### src/rtl/mastermind_round_ctrl_if.sv
// mastermind_round_ctrl_if
// Bus between the round controller and the external bank of eight 2-bit
// enabled registers (four secret slots, four guess slots).
//   secret_en : one-hot write enable for the secret registers
//   guess_en  : one-hot write enable for the guess registers
//   reg_d     : shared write data for all eight registers
//   secret_q  : secret register outputs, slot i in bits [2i+1:2i]
//   guess_q   : guess register outputs, same packing
// master = controller side, slave = register bank side.
interface mastermind_round_ctrl_if;
  logic [3:0] secret_en;
  logic [3:0] guess_en;
  logic [1:0] reg_d;
  logic [7:0] secret_q;
  logic [7:0] guess_q;

  modport master (
    output secret_en,
    output guess_en,
    output reg_d,
    input  secret_q,
    input  guess_q
  );

  modport slave (
    input  secret_en,
    input  guess_en,
    input  reg_d,
    output secret_q,
    output guess_q
  );
endinterface

### src/rtl/mastermind_round_ctrl.sv
// mastermind_round_ctrl
// Sequences one Mastermind round: steps secret and guess entry slot by slot,
// drives the one-hot register enables and shared data bus, reads the
// register bank back to score each guess in black/white pegs, counts
// attempts and declares win or loss.
// Ports:
//   CLK         : rising-edge clock
//   reset       : asynchronous active-low reset
//   start       : begins a new game from IDLE, WIN or LOSE
//   push        : accepts color into the current slot (one per high cycle)
//   color       : colour code 0..3
//   bank        : register bank bus (enables, data, register outputs)
//   slot        : next slot to be filled
//   attempts    : guesses scored this game
//   black/white : last score
//   score_valid : one-cycle pulse when black/white update
//   win/lose    : high while in the terminal state
module mastermind_round_ctrl #(
  parameter int MAX_TRIES = 10,
  parameter int ATT_W     = 4
) (
  input  logic                   CLK,
  input  logic                   reset,
  input  logic                   start,
  input  logic                   push,
  input  logic [1:0]             color,
  mastermind_round_ctrl_if.master bank,
  output logic [1:0]             slot,
  output logic [ATT_W-1:0]       attempts,
  output logic [2:0]             black,
  output logic [2:0]             white,
  output logic                   score_valid,
  output logic                   win,
  output logic                   lose
);

  typedef enum logic [2:0] {
    ST_IDLE   = 3'd0,
    ST_SECRET = 3'd1,
    ST_GUESS  = 3'd2,
    ST_SETTLE = 3'd3,
    ST_SCORE  = 3'd4,
    ST_WIN    = 3'd5,
    ST_LOSE   = 3'd6
  } state_t;

  // One-hot decode of a slot index.
  function automatic logic [3:0] onehot_f(input logic [1:0] idx);
    onehot_f = 4'b0001 << idx;
  endfunction

  // Peg score: {black[2:0], white[2:0]}. White is the per-colour overlap of
  // both codes minus the exact-position matches.
  function automatic logic [5:0] score_f(input logic [7:0] s, input logic [7:0] g);
    logic [2:0] blk;
    logic [2:0] tot;
    logic [2:0] cs;
    logic [2:0] cg;
    logic [1:0] col;
    blk = 3'd0;
    tot = 3'd0;
    for (int i = 0; i < 4; i++) begin
      blk = blk + ((s[2*i +: 2] == g[2*i +: 2]) ? 3'd1 : 3'd0);
    end
    for (int c = 0; c < 4; c++) begin
      col = c[1:0];
      cs  = 3'd0;
      cg  = 3'd0;
      for (int i = 0; i < 4; i++) begin
        cs = cs + ((s[2*i +: 2] == col) ? 3'd1 : 3'd0);
        cg = cg + ((g[2*i +: 2] == col) ? 3'd1 : 3'd0);
      end
      tot = tot + ((cs < cg) ? cs : cg);
    end
    score_f = {blk, tot - blk};
  endfunction

  state_t           state_r;
  state_t           state_nxt_s;
  logic [1:0]       slot_r;
  logic [1:0]       slot_nxt_s;
  logic [ATT_W-1:0] attempts_r;
  logic [ATT_W-1:0] attempts_nxt_s;
  logic [ATT_W-1:0] attempts_inc_s;
  logic [2:0]       black_r;
  logic [2:0]       black_nxt_s;
  logic [2:0]       white_r;
  logic [2:0]       white_nxt_s;
  logic             score_valid_r;
  logic             score_valid_nxt_s;
  logic [3:0]       secret_en_r;
  logic [3:0]       secret_en_nxt_s;
  logic [3:0]       guess_en_r;
  logic [3:0]       guess_en_nxt_s;
  logic [1:0]       reg_d_r;
  logic             win_r;
  logic             lose_r;
  logic [5:0]       score_s;

  assign score_s        = score_f(bank.secret_q, bank.guess_q);
  assign attempts_inc_s = attempts_r + ATT_W'(1);

  // Next-state, slot stepping, enable generation and scoring.
  always_comb begin
    state_nxt_s       = state_r;
    slot_nxt_s        = slot_r;
    attempts_nxt_s    = attempts_r;
    black_nxt_s       = black_r;
    white_nxt_s       = white_r;
    score_valid_nxt_s = 1'b0;
    secret_en_nxt_s   = 4'b0000;
    guess_en_nxt_s    = 4'b0000;

    case (state_r)
      ST_IDLE, ST_WIN, ST_LOSE: begin
        if (start) begin
          state_nxt_s    = ST_SECRET;
          slot_nxt_s     = 2'd0;
          attempts_nxt_s = ATT_W'(0);
          black_nxt_s    = 3'd0;
          white_nxt_s    = 3'd0;
        end else begin
          state_nxt_s = state_r;
        end
      end

      ST_SECRET: begin
        if (push) begin
          secret_en_nxt_s = onehot_f(slot_r);
          slot_nxt_s      = slot_r + 2'd1;
          if (slot_r == 2'd3) begin
            state_nxt_s = ST_GUESS;
          end else begin
            state_nxt_s = ST_SECRET;
          end
        end else begin
          state_nxt_s = ST_SECRET;
        end
      end

      ST_GUESS: begin
        // The last guess enable is still on the bus this cycle; wait for it
        // instead of accepting a new push, then let the register settle.
        if (guess_en_r[3]) begin
          state_nxt_s = ST_SETTLE;
        end else if (push) begin
          guess_en_nxt_s = onehot_f(slot_r);
          slot_nxt_s     = slot_r + 2'd1;
          state_nxt_s    = ST_GUESS;
        end else begin
          state_nxt_s = ST_GUESS;
        end
      end

      ST_SETTLE: begin
        state_nxt_s = ST_SCORE;
      end

      ST_SCORE: begin
        black_nxt_s       = score_s[5:3];
        white_nxt_s       = score_s[2:0];
        attempts_nxt_s    = attempts_inc_s;
        score_valid_nxt_s = 1'b1;
        if (score_s[5:3] == 3'd4) begin
          state_nxt_s = ST_WIN;
        end else if (attempts_inc_s == ATT_W'(MAX_TRIES)) begin
          state_nxt_s = ST_LOSE;
        end else begin
          state_nxt_s = ST_GUESS;
        end
      end

      default: begin
        state_nxt_s = ST_IDLE;
      end
    endcase
  end

  // State and output registers; reset clears everything asynchronously.
  always_ff @(posedge CLK or negedge reset) begin
    if (!reset) begin
      state_r       <= ST_IDLE;
      slot_r        <= 2'd0;
      attempts_r    <= ATT_W'(0);
      black_r       <= 3'd0;
      white_r       <= 3'd0;
      score_valid_r <= 1'b0;
      secret_en_r   <= 4'b0000;
      guess_en_r    <= 4'b0000;
      reg_d_r       <= 2'd0;
      win_r         <= 1'b0;
      lose_r        <= 1'b0;
    end else begin
      state_r       <= state_nxt_s;
      slot_r        <= slot_nxt_s;
      attempts_r    <= attempts_nxt_s;
      black_r       <= black_nxt_s;
      white_r       <= white_nxt_s;
      score_valid_r <= score_valid_nxt_s;
      secret_en_r   <= secret_en_nxt_s;
      guess_en_r    <= guess_en_nxt_s;
      reg_d_r       <= color;
      win_r         <= (state_nxt_s == ST_WIN);
      lose_r        <= (state_nxt_s == ST_LOSE);
    end
  end

  assign bank.secret_en = secret_en_r;
  assign bank.guess_en  = guess_en_r;
  assign bank.reg_d     = reg_d_r;
  assign slot           = slot_r;
  assign attempts       = attempts_r;
  assign black          = black_r;
  assign white          = white_r;
  assign score_valid    = score_valid_r;
  assign win            = win_r;
  assign lose           = lose_r;

endmodule

### src/flat_wrapper.sv
// flat-port wrapper written by rule: the top's interface ports become plain ports
module mastermind_round_ctrl_flat 
#(
  parameter int MAX_TRIES = 10,
  parameter int ATT_W     = 4
)
  (CLK, reset, start, push, color, slot, attempts, black, white, score_valid, win, lose, bank_secret_en, bank_guess_en, bank_reg_d, bank_secret_q, bank_guess_q);
  mastermind_round_ctrl_if bank_i ();
  input  logic CLK;
  input  logic reset;
  input  logic start;
  input  logic push;
  input  logic [1:0] color;
  output logic [1:0] slot;
  output logic [ATT_W-1:0] attempts;
  output logic [2:0] black;
  output logic [2:0] white;
  output logic score_valid;
  output logic win;
  output logic lose;
  output wire logic [$bits(bank_i.secret_en)-1:0] bank_secret_en;
  output wire logic [$bits(bank_i.guess_en)-1:0] bank_guess_en;
  output wire logic [$bits(bank_i.reg_d)-1:0] bank_reg_d;
  input wire logic [$bits(bank_i.secret_q)-1:0] bank_secret_q;
  input wire logic [$bits(bank_i.guess_q)-1:0] bank_guess_q;
  assign bank_secret_en = bank_i.secret_en;
  assign bank_guess_en = bank_i.guess_en;
  assign bank_reg_d = bank_i.reg_d;
  assign bank_i.secret_q = bank_secret_q;
  assign bank_i.guess_q = bank_guess_q;
  mastermind_round_ctrl #(.MAX_TRIES(MAX_TRIES), .ATT_W(ATT_W)) u_core (.CLK(CLK), .reset(reset), .start(start), .push(push), .color(color), .bank(bank_i), .slot(slot), .attempts(attempts), .black(black), .white(white), .score_valid(score_valid), .win(win), .lose(lose));
endmodule
### config.mk
export PLATFORM = sky130hd
export DESIGN_NAME = mastermind_round_ctrl_flat
export DESIGN_NICKNAME = d
export VERILOG_FILES = /design/src/rtl/mastermind_round_ctrl_if.sv /design/src/rtl/mastermind_round_ctrl.sv /design/src/flat_wrapper.sv
export SDC_FILE = /design/constraint.sdc
export NUM_CORES = 1
export LEC_CHECK = 0
export BUFFER_PORTS_ARGS = -buffer_cell sky130_fd_sc_hd__buf_2
export CORE_ASPECT_RATIO = 1.4
export CORE_MARGIN = 10
export CORE_UTILIZATION = 30
export CTS_CLUSTER_SIZE = 16
export DETAILED_ROUTE_END_ITERATION = 8
export PLACE_DENSITY = 0.59
export SLEW_MARGIN = 20
export SYNTH_ARGS = -nofsm -noshare
export SYNTH_HDL_FRONTEND = slang
export SYNTH_SLANG_ARGS = --single-unit
export TNS_END_PERCENT = 50
### constraint.sdc
create_clock -name CLK -period 2.2 [get_ports CLK]
set_input_delay 0.44 -clock CLK [delete_from_list [all_inputs] [get_ports CLK]]
set_output_delay 0.44 -clock CLK [all_outputs]
set_load 0.02 [all_outputs]
==> results of run 1 <==
-- power by group through the flow --
| stage | sequential, µW | combinational (µW) | clock (µW) |
|---|---|---|---|
| floorplan | 811 | 1210 | 0 |
| global placement | 782 | 1710 | 0 |
| detailed placement | 787 | 1710 | 0 |
| CTS | 777 | 1990 | 409 |
| global route | 804 | 2100 | 426 |
| finish | 779 | 1830 | 398 |
-- sequential cells by signal, summed over array words and instances, names as in the netlist --
signal and flops:
u_core.slot 2, u_core.bank.secret_en 4, u_core.bank.reg_d 2, u_core.win 1
u_core.white 3, u_core.black 3, u_core.lose 1, u_core.attempts 4
u_core.score_valid 1, u_core.bank.guess_en 4, u_core.state_r 3
-- cells in the mapped netlist (all sizes together) (2+ instances only) --
| library cell | number | area share (%) |
|---|---|---|
| and2 | 13 | 3.2 |
| nor3 | 2 | 0.40 |
| xnor2 | 5 | 1.7 |
| nand2 | 12 | 1.8 |
| nor3b | 2 | 0.60 |
| o21ai | 9 | 1.8 |
| fa | 13 | 10 |
| a21o | 4 | 1.2 |
| a211oi | 2 | 0.60 |
| a22o | 6 | 2.1 |
| a21boi | 4 | 1.2 |
| nand2b | 15 | 3.7 |
| mux2i | 8 | 3.2 |
| ha | 35 | 17 |
| xor2 | 11 | 3.8 |
| o21a | 2 | 0.60 |
| buf | 3 | 0.60 |
| a21oi | 13 | 2.7 |
| and3b | 2 | 0.70 |
| or2 | 3 | 0.75 |
| dfrtp | 28 | 28 |
| nor2b | 10 | 2.5 |
| nor2 | 18 | 2.7 |
| o211ai | 2 | 0.60 |
| inv | 24 | 3.6 |
-- cell type report --
type,instances,area [µm²]
Clock buffer,3,75.1
Fill cell,798,4720
Inverter,25,96.3
Multi-Input combinational cell,202,1910
Sequential cell,28,701
Tap cell,102,128
Timing Repair Buffer,88,573
-- per-layer routing --
metal  wire length (µm)  vias up  share of wire (%)
met5                  0        -                  0
met4                 67        0                1.1
met3                268        4                4.4
met2               3160       44                 51
met1               2660      962                 43
li1                   -     1047                  -
-- worst max-delay path by stage --
stage	start	cells past startpoint	to	slack [ns]
floorplan	bank_secret_q[0]	20	u_core.white[2]	-2.74
global placement	bank_secret_q[7]	21	u_core.white[2]	-3.03
detailed placement	bank_secret_q[7]	21	u_core.white[2]	-3.06
CTS	bank_guess_q[1]	22	u_core.white[2]	-2.75
global route	bank_guess_q[4]	21	u_core.white[2]	-2.97
finish	bank_guess_q[1]	22	u_core.white[2]	-2.78
-- kinds of logic after synthesis --
logic type	Yosys count	synth area share (%)
simple gates	80	17.2
compound gates	48	12.8
fa+ha+maj	48	27.7
buf+inv	28	4.32
flops	28	27.8
xor+xnor	17	6.46
mux	9	3.63
-- worst reg2reg max path: stages, from the launching register on --
cell and delay, ns:
sky130_fd_sc_hd__dfrtp_1 0.57, sky130_fd_sc_hd__nor2_1 0.12, sky130_fd_sc_hd__nand2_1 0.19, sky130_fd_sc_hd__clkinv_1 0.29, sky130_fd_sc_hd__o21ai_1 0.28, sky130_fd_sc_hd__a211oi_1 0.14
-- cell usage in the layout, fill, tap and decap left out, types with 7 or more instances in the layout --
cell,synthesis,layout
sky130_fd_sc_hd__a21oi_1,12,7
sky130_fd_sc_hd__xor2_1,11,11
sky130_fd_sc_hd__buf_2,3,44
sky130_fd_sc_hd__nor2_1,18,18
sky130_fd_sc_hd__ha_4,0,8
sky130_fd_sc_hd__nand2b_1,15,11
sky130_fd_sc_hd__ha_1,35,23
sky130_fd_sc_hd__dfrtp_1,28,28
sky130_fd_sc_hd__and2_1,13,11
sky130_fd_sc_hd__nor2b_1,10,8
sky130_fd_sc_hd__o21ai_0,9,8
sky130_fd_sc_hd__inv_1,24,21
sky130_fd_sc_hd__fa_1,13,13
sky130_fd_sc_hd__nand2_1,12,11
sky130_fd_sc_hd__buf_4,0,38
-- stage by stage --
step / utilization (%) / std cells / setup TNS, ns / cell area (µm²) / hold WS [ns]
3_5_place_dp: 39.4 / 436 / -11.10 / 3230 / 0.496
3_3_place_gp: 39.4 / 436 / -11.18 / 3230 / 0.488
2_1_floorplan: - / 258 / -6.72 / 2640 / 0.144
5_1_grt: 42.5 / 448 / -12.18 / 3480 / 0.239
4_1_cts: 44.3 / 462 / -19.28 / 3630 / 0.221
6_report: 42.5 / 448 / -10.16 / 3480 / 0.196
-- what timing repair did --
item | in CTS | in global routing
setup buffers | 23 | 4
pin swaps | 17 | 9
setup endpoints to repair | 8 | 11
resized for setup | 37 | 4
==> flow_metrics.tcl, run 1 <==
set metrics [dict create \
    numCtsBuffers 3 \
    dpl.hpwl_um 4980 \
    power.net_switching_uw 1240 \
    cap_viol_max_count 0 \
    detail_route.first_pass.iterations 4 \
    die_width_um 97.4 \
    post_synth.cell_area_avg_um2 9.76 \
    n_antenna_cell 0 \
    worstMarginPinSlew_ns 0.627 \
    synthDistinctLibCells 38 \
    max-vdd-ir-drop_v 0.000829 \
    io-pin-count 47 \
    seq_power_share_pct 25.9 \
    internal_power_uw 1770 \
    routed-via-count 2057 \
    floorplan.initialDensity_pct 30.7 \
    ctsHtreeMaxLevel 1 \
    synth_seq_cells 28 \
    grt.met3_usage_pct 1.66 \
    detailed_route_vias_per_instance 4.59 \
    critical-path-slowest-cell "sky130_fd_sc_hd__fa_1" \
    max_clock_freq_mhz 201 \
    r2r_end "u_core.lose" \
    path_cells "buf_6 > buf_6 > and2_4 > fa_1 > ha_2 > ha_4 > inv_4 > ha_4 > a21o_1 > a21oi_2 > nor2_1 > a21oi_2 > fa_1 > fa_1 > inv_1 > fa_1 > ha_4 > xor2_1 > xnor2_1 > xnor2_1 > xnor3_1 > a22o_1" \
    via_count_of_the_first_global_routing_pass 2312 \
    report.final.setup_viol 10 \
    grt-busiest-layer "met2" \
    rsz0062_at_grt "true" \
    layout_min_cycle_time_ns 4.98 \
    cts.sink_count 28 \
    timing.critical_path.max_delay_family "adder cells" \
    power.clock.fraction_pct 13.2 \
    flow.area_growth_from_synthesis_pct 38.3 \
    drt_iter0_markers 30 \
    post_drt_wl_per_cell_um 13.7 \
    outcome "finished, violations left" \
    timing.slew.headroom_pct 58.2 \
    holdCritPathClass "input port to async pin" \
    netSwitchingFraction_pct 41.2 \
    routabilityCongestion 0.802 \
    p_comb_share_pct 60.8 \
    setup.reg_to_reg.worst_slack_ns 0.47 \
    ctsLongestPathBuffers 2 \
    num_rows 39 \
    grt_pass1_wl_um 11000 \
    violations "negative setup slack" \
    max_stage_delay_ns 0.51 \
    cts.reportedPaths.clkPinSlew_ns 0.06 \
    holdBufCountCts 0 \
    synth_flop_type "sky130_fd_sc_hd__dfrtp_1" \
    postRouteAntennaNets 0 \
    globalRouteMet2Util_pct 19.2 \
    drt_drc_violations_left 0 \
    worst-endpoint-required_ns 2.34 \
    maxSlewViolCount 0 \
    pre_cts_ws_ns -3.06 \
    yosysWarnings 0 \
    synthCells 258 \
    cts_root_buffer "sky130_fd_sc_hd__clkbuf_16" \
    grt.met1_usage_pct 12.0 \
    crit_fanout 3 \
    finalHoldViolations 0 \
    io_buffer_count 46 \
    insertion_delay_ns 0.25 \
    grt_remaining_overflow 0 \
    fp.coreArea_um2 8200 \
    tritoncts "built" \
    antenna_found_initial 0 \
    grt_usage_pct 10.4 \
    synth.yosys.seq_area_share_pct 27.8 \
    number_of_flops_mapped_to_enable_cells_by_yosys 0 \
    final_layout_size_suffix_gt1_share_pct 37.9 \
    final_min_period_over_clock_period_pct 227 \
    p_per_area_nw_per_um2 864 \
    grt_start_max_net_pins 29 \
    r2r_cells 5 \
    p_total_uw 3010 \
    rr_startpoint "u_core.state_r[0]" \
    floorplan.die_area_um2 12500 \
    die_height_um 128 \
    drt_wl_total_um 6150 \
    worst_setup_path_end_kind "flip-flop" \
    asyncSetResetFlopFracSynth_pct 100 \
    syn_nets 328 \
    num-nets-final 418 \
    crit_top_cell "sky130_fd_sc_hd__fa_1" \
    timing_worst_setup_path_type "input port to flip-flop" \
    start_kind "input port" \
    clock-skew-final_ns 0.00242 \
    critical_path.n_buffers_inverters 4 \
    mappedNetlistArea_um2 2520 \
    postLayoutSetupSlackWorst_ns -2.78 \
    static_leak_uw 0.00177 \
    cp_data_arrival_time_ns 5.13 \
]
Note: power is estimated with default switching activity, not from simulation.
==> inputs of run 2 (changes only) <==
--- a/config.mk
+++ b/config.mk
@@ -6,7 +6,7 @@
 export NUM_CORES = 1
 export LEC_CHECK = 0
 export BUFFER_PORTS_ARGS = -buffer_cell sky130_fd_sc_hd__buf_2
-export CORE_ASPECT_RATIO = 1.4
+export CORE_ASPECT_RATIO = 0.6
 export CORE_MARGIN = 10
 export CORE_UTILIZATION = 30
 export CTS_CLUSTER_SIZE = 16
==> run 2 against run 1 <==
Setup slack improved by 0.048 ns. Flip-flop and latch count did not move. Largest cell class unchanged. Critical endpoint unchanged. Non-clock buffer count fell by 6. The flow still finishes with violations (negative setup slack).
==> flow_metrics.tcl, run 2 (synthesized netlist as in run 1, its figures left out) <==
set metrics [dict create \
    io-pin-count 47 \
    timing.slew.headroom_pct 58.5 \
    final_layout_size_suffix_gt1_share_pct 38.4 \
    grt_usage_pct 9.91 \
    worst-endpoint-required_ns 2.35 \
    insertion_delay_ns 0.26 \
    ctsLongestPathBuffers 2 \
    max_stage_delay_ns 0.53 \
    floorplan.initialDensity_pct 31.4 \
    crit_fanout 3 \
    report.final.setup_viol 8 \
    dpl.hpwl_um 5300 \
    detail_route.first_pass.iterations 4 \
    most-common-layout-cells "sky130_fd_sc_hd__buf_2 (39), sky130_fd_sc_hd__buf_4 (33), sky130_fd_sc_hd__dfrtp_1 (28)" \
    n_antenna_cell 0 \
    num-nets-final 412 \
    place.detailed.instances 438 \
    timing.critical_path.max_delay_family "adder cells" \
    cap_viol_max_count 0 \
    finalHoldViolations 0 \
    postRouteAntennaNets 0 \
    final_min_period_over_clock_period_pct 224 \
    pre_cts_ws_ns -3.06 \
    detailed_route_vias_per_instance 4.53 \
    p_per_area_nw_per_um2 911 \
    max-vdd-ir-drop_v 0.000483 \
    max_clock_freq_mhz 203 \
    drt_drc_violations_left 0 \
    worst_setup_path_end_kind "flip-flop" \
    holdCritPathClass "input port to async pin" \
    ctsHtreeMaxLevel 1 \
    crit_top_cell "sky130_fd_sc_hd__fa_1" \
    maxSlewViolCount 0 \
    layout.cells.most_common "sky130_fd_sc_hd__buf_2" \
    static_leak_uw 0.00175 \
    flow.area_growth_from_synthesis_pct 40.0 \
    grt_start_max_net_pins 29 \
    instances_no_fill 449 \
    rsz0062_at_grt "true" \
    numCtsBuffers 3 \
    fp.coreArea_um2 8010 \
    cts_root_buffer "sky130_fd_sc_hd__clkbuf_16" \
    rr_startpoint "u_core.state_r[0]" \
    num_rows 25 \
    cp_data_arrival_time_ns 5.09 \
    timing_worst_setup_path_type "input port to flip-flop" \
    depth_of_the_critical_timing_path_with_buffers_and_inverters_included 21 \
    die_width_um 138 \
    clock-skew-final_ns 0.00252 \
    io_buffer_count 46 \
    num-fill-cells 786 \
    outcome "finished, violations left" \
    grt_pass1_wl_um 10600 \
    layout_min_cycle_time_ns 4.94 \
    floorplan.die_area_um2 12600 \
    hold_ws_ns 0.191 \
    worstSetupStartpoint "bank_secret_q[6]" \
    placed_area_um2 3210 \
    holdBufCountCts 0 \
    drt_wl_total_um 6520 \
    cts.sink_count 28 \
    critical_path.n_buffers_inverters 4 \
    path_cells "buf_8 > nand2b_4 > fa_1 > inv_1 > ha_2 > ha_4 > ha_4 > a21o_1 > a21oi_2 > buf_4 > a21oi_4 > fa_1 > fa_1 > inv_2 > fa_1 > ha_4 > xor2_1 > xnor2_1 > xnor2_1 > xnor3_1 > a22o_1" \
    via_count_of_the_first_global_routing_pass 2057 \
    violations "negative setup slack" \
    die_height_um 91.0 \
    postLayoutSetupSlackWorst_ns -2.74 \
    drt_iter0_markers 85 \
    cts.reportedPaths.clkPinSlew_ns 0.07 \
    post_drt_wl_per_cell_um 14.5 \
    tritoncts "built" \
    r2r_cells 5 \
    p_total_uw 3210 \
    routabilityCongestion 0.795 \
    postLayoutCellArea_um2 3520 \
    start_kind "input port" \
    worstMarginPinSlew_ns 0.622 \
    grt_remaining_overflow 0 \
    critical-path-slowest-cell "sky130_fd_sc_hd__fa_1" \
    routed-via-count 2036 \
    antenna_found_initial 0 \
]
[run 2: final timing paths]
kind,slack [ns],end
setup / recovery,-2.74,u_core.white[2]
hold / removal,0.19,u_core.attempts[3]
setup reg to reg,0.42,u_core.lose
hold reg to reg,0.50,u_core.black[0]
max in group asynchronous,1.60,u_core.lose
min in group CLK,0.29,u_core.bank.reg_d[1]
[run 2: area by class of cell]
| type | count | area [µm²] | area share [%] |
|---|---|---|---|
| Multi-Input combinational cell | 202 | 1930 | 54.8 |
| Sequential cell | 28 | 701 | 19.9 |
| Timing Repair Buffer | 82 | 559 | 15.9 |
| Tap cell | 108 | 135 | 3.83 |
| Inverter | 25 | 93.8 | 2.66 |
| Clock buffer | 3 | 75.1 | 2.13 |
| Clock inverter | 1 | 30.0 | 0.852 |
[run 2: what timing repair did]
action                     in CTS  in global routing
resized for setup              18                 20
hold endpoints to repair        0                  0
pin swaps                      26                 18
setup endpoints to repair       8                  8
setup buffers                   4                  4
[run 2: metrics by stage]
stage	setup TNS [ns]	util, %
after floorplan	-6.72	-
after global placement	-11.02	40.1
after detailed placement	-11.14	40.1
after CTS	-8.32	42.8
after global routing	-9.88	44.0
final	-8.89	44.0
[run 2: layer usage]
layer	GRT usage, %	routed length [µm]	up-vias
met4	0.787	23	0
met5	0	0	-
met2	15.3	2900	24
met3	1.82	186	2
met1	14.4	3420	966
li1	-	-	1044
[run 2: report_power, final]
part           switching (µW)  internal (µW)  total, µW
Clock                     167            362        529
Sequential                154            627        781
Combinational             972            928       1900
Total                    1290           1920       3210
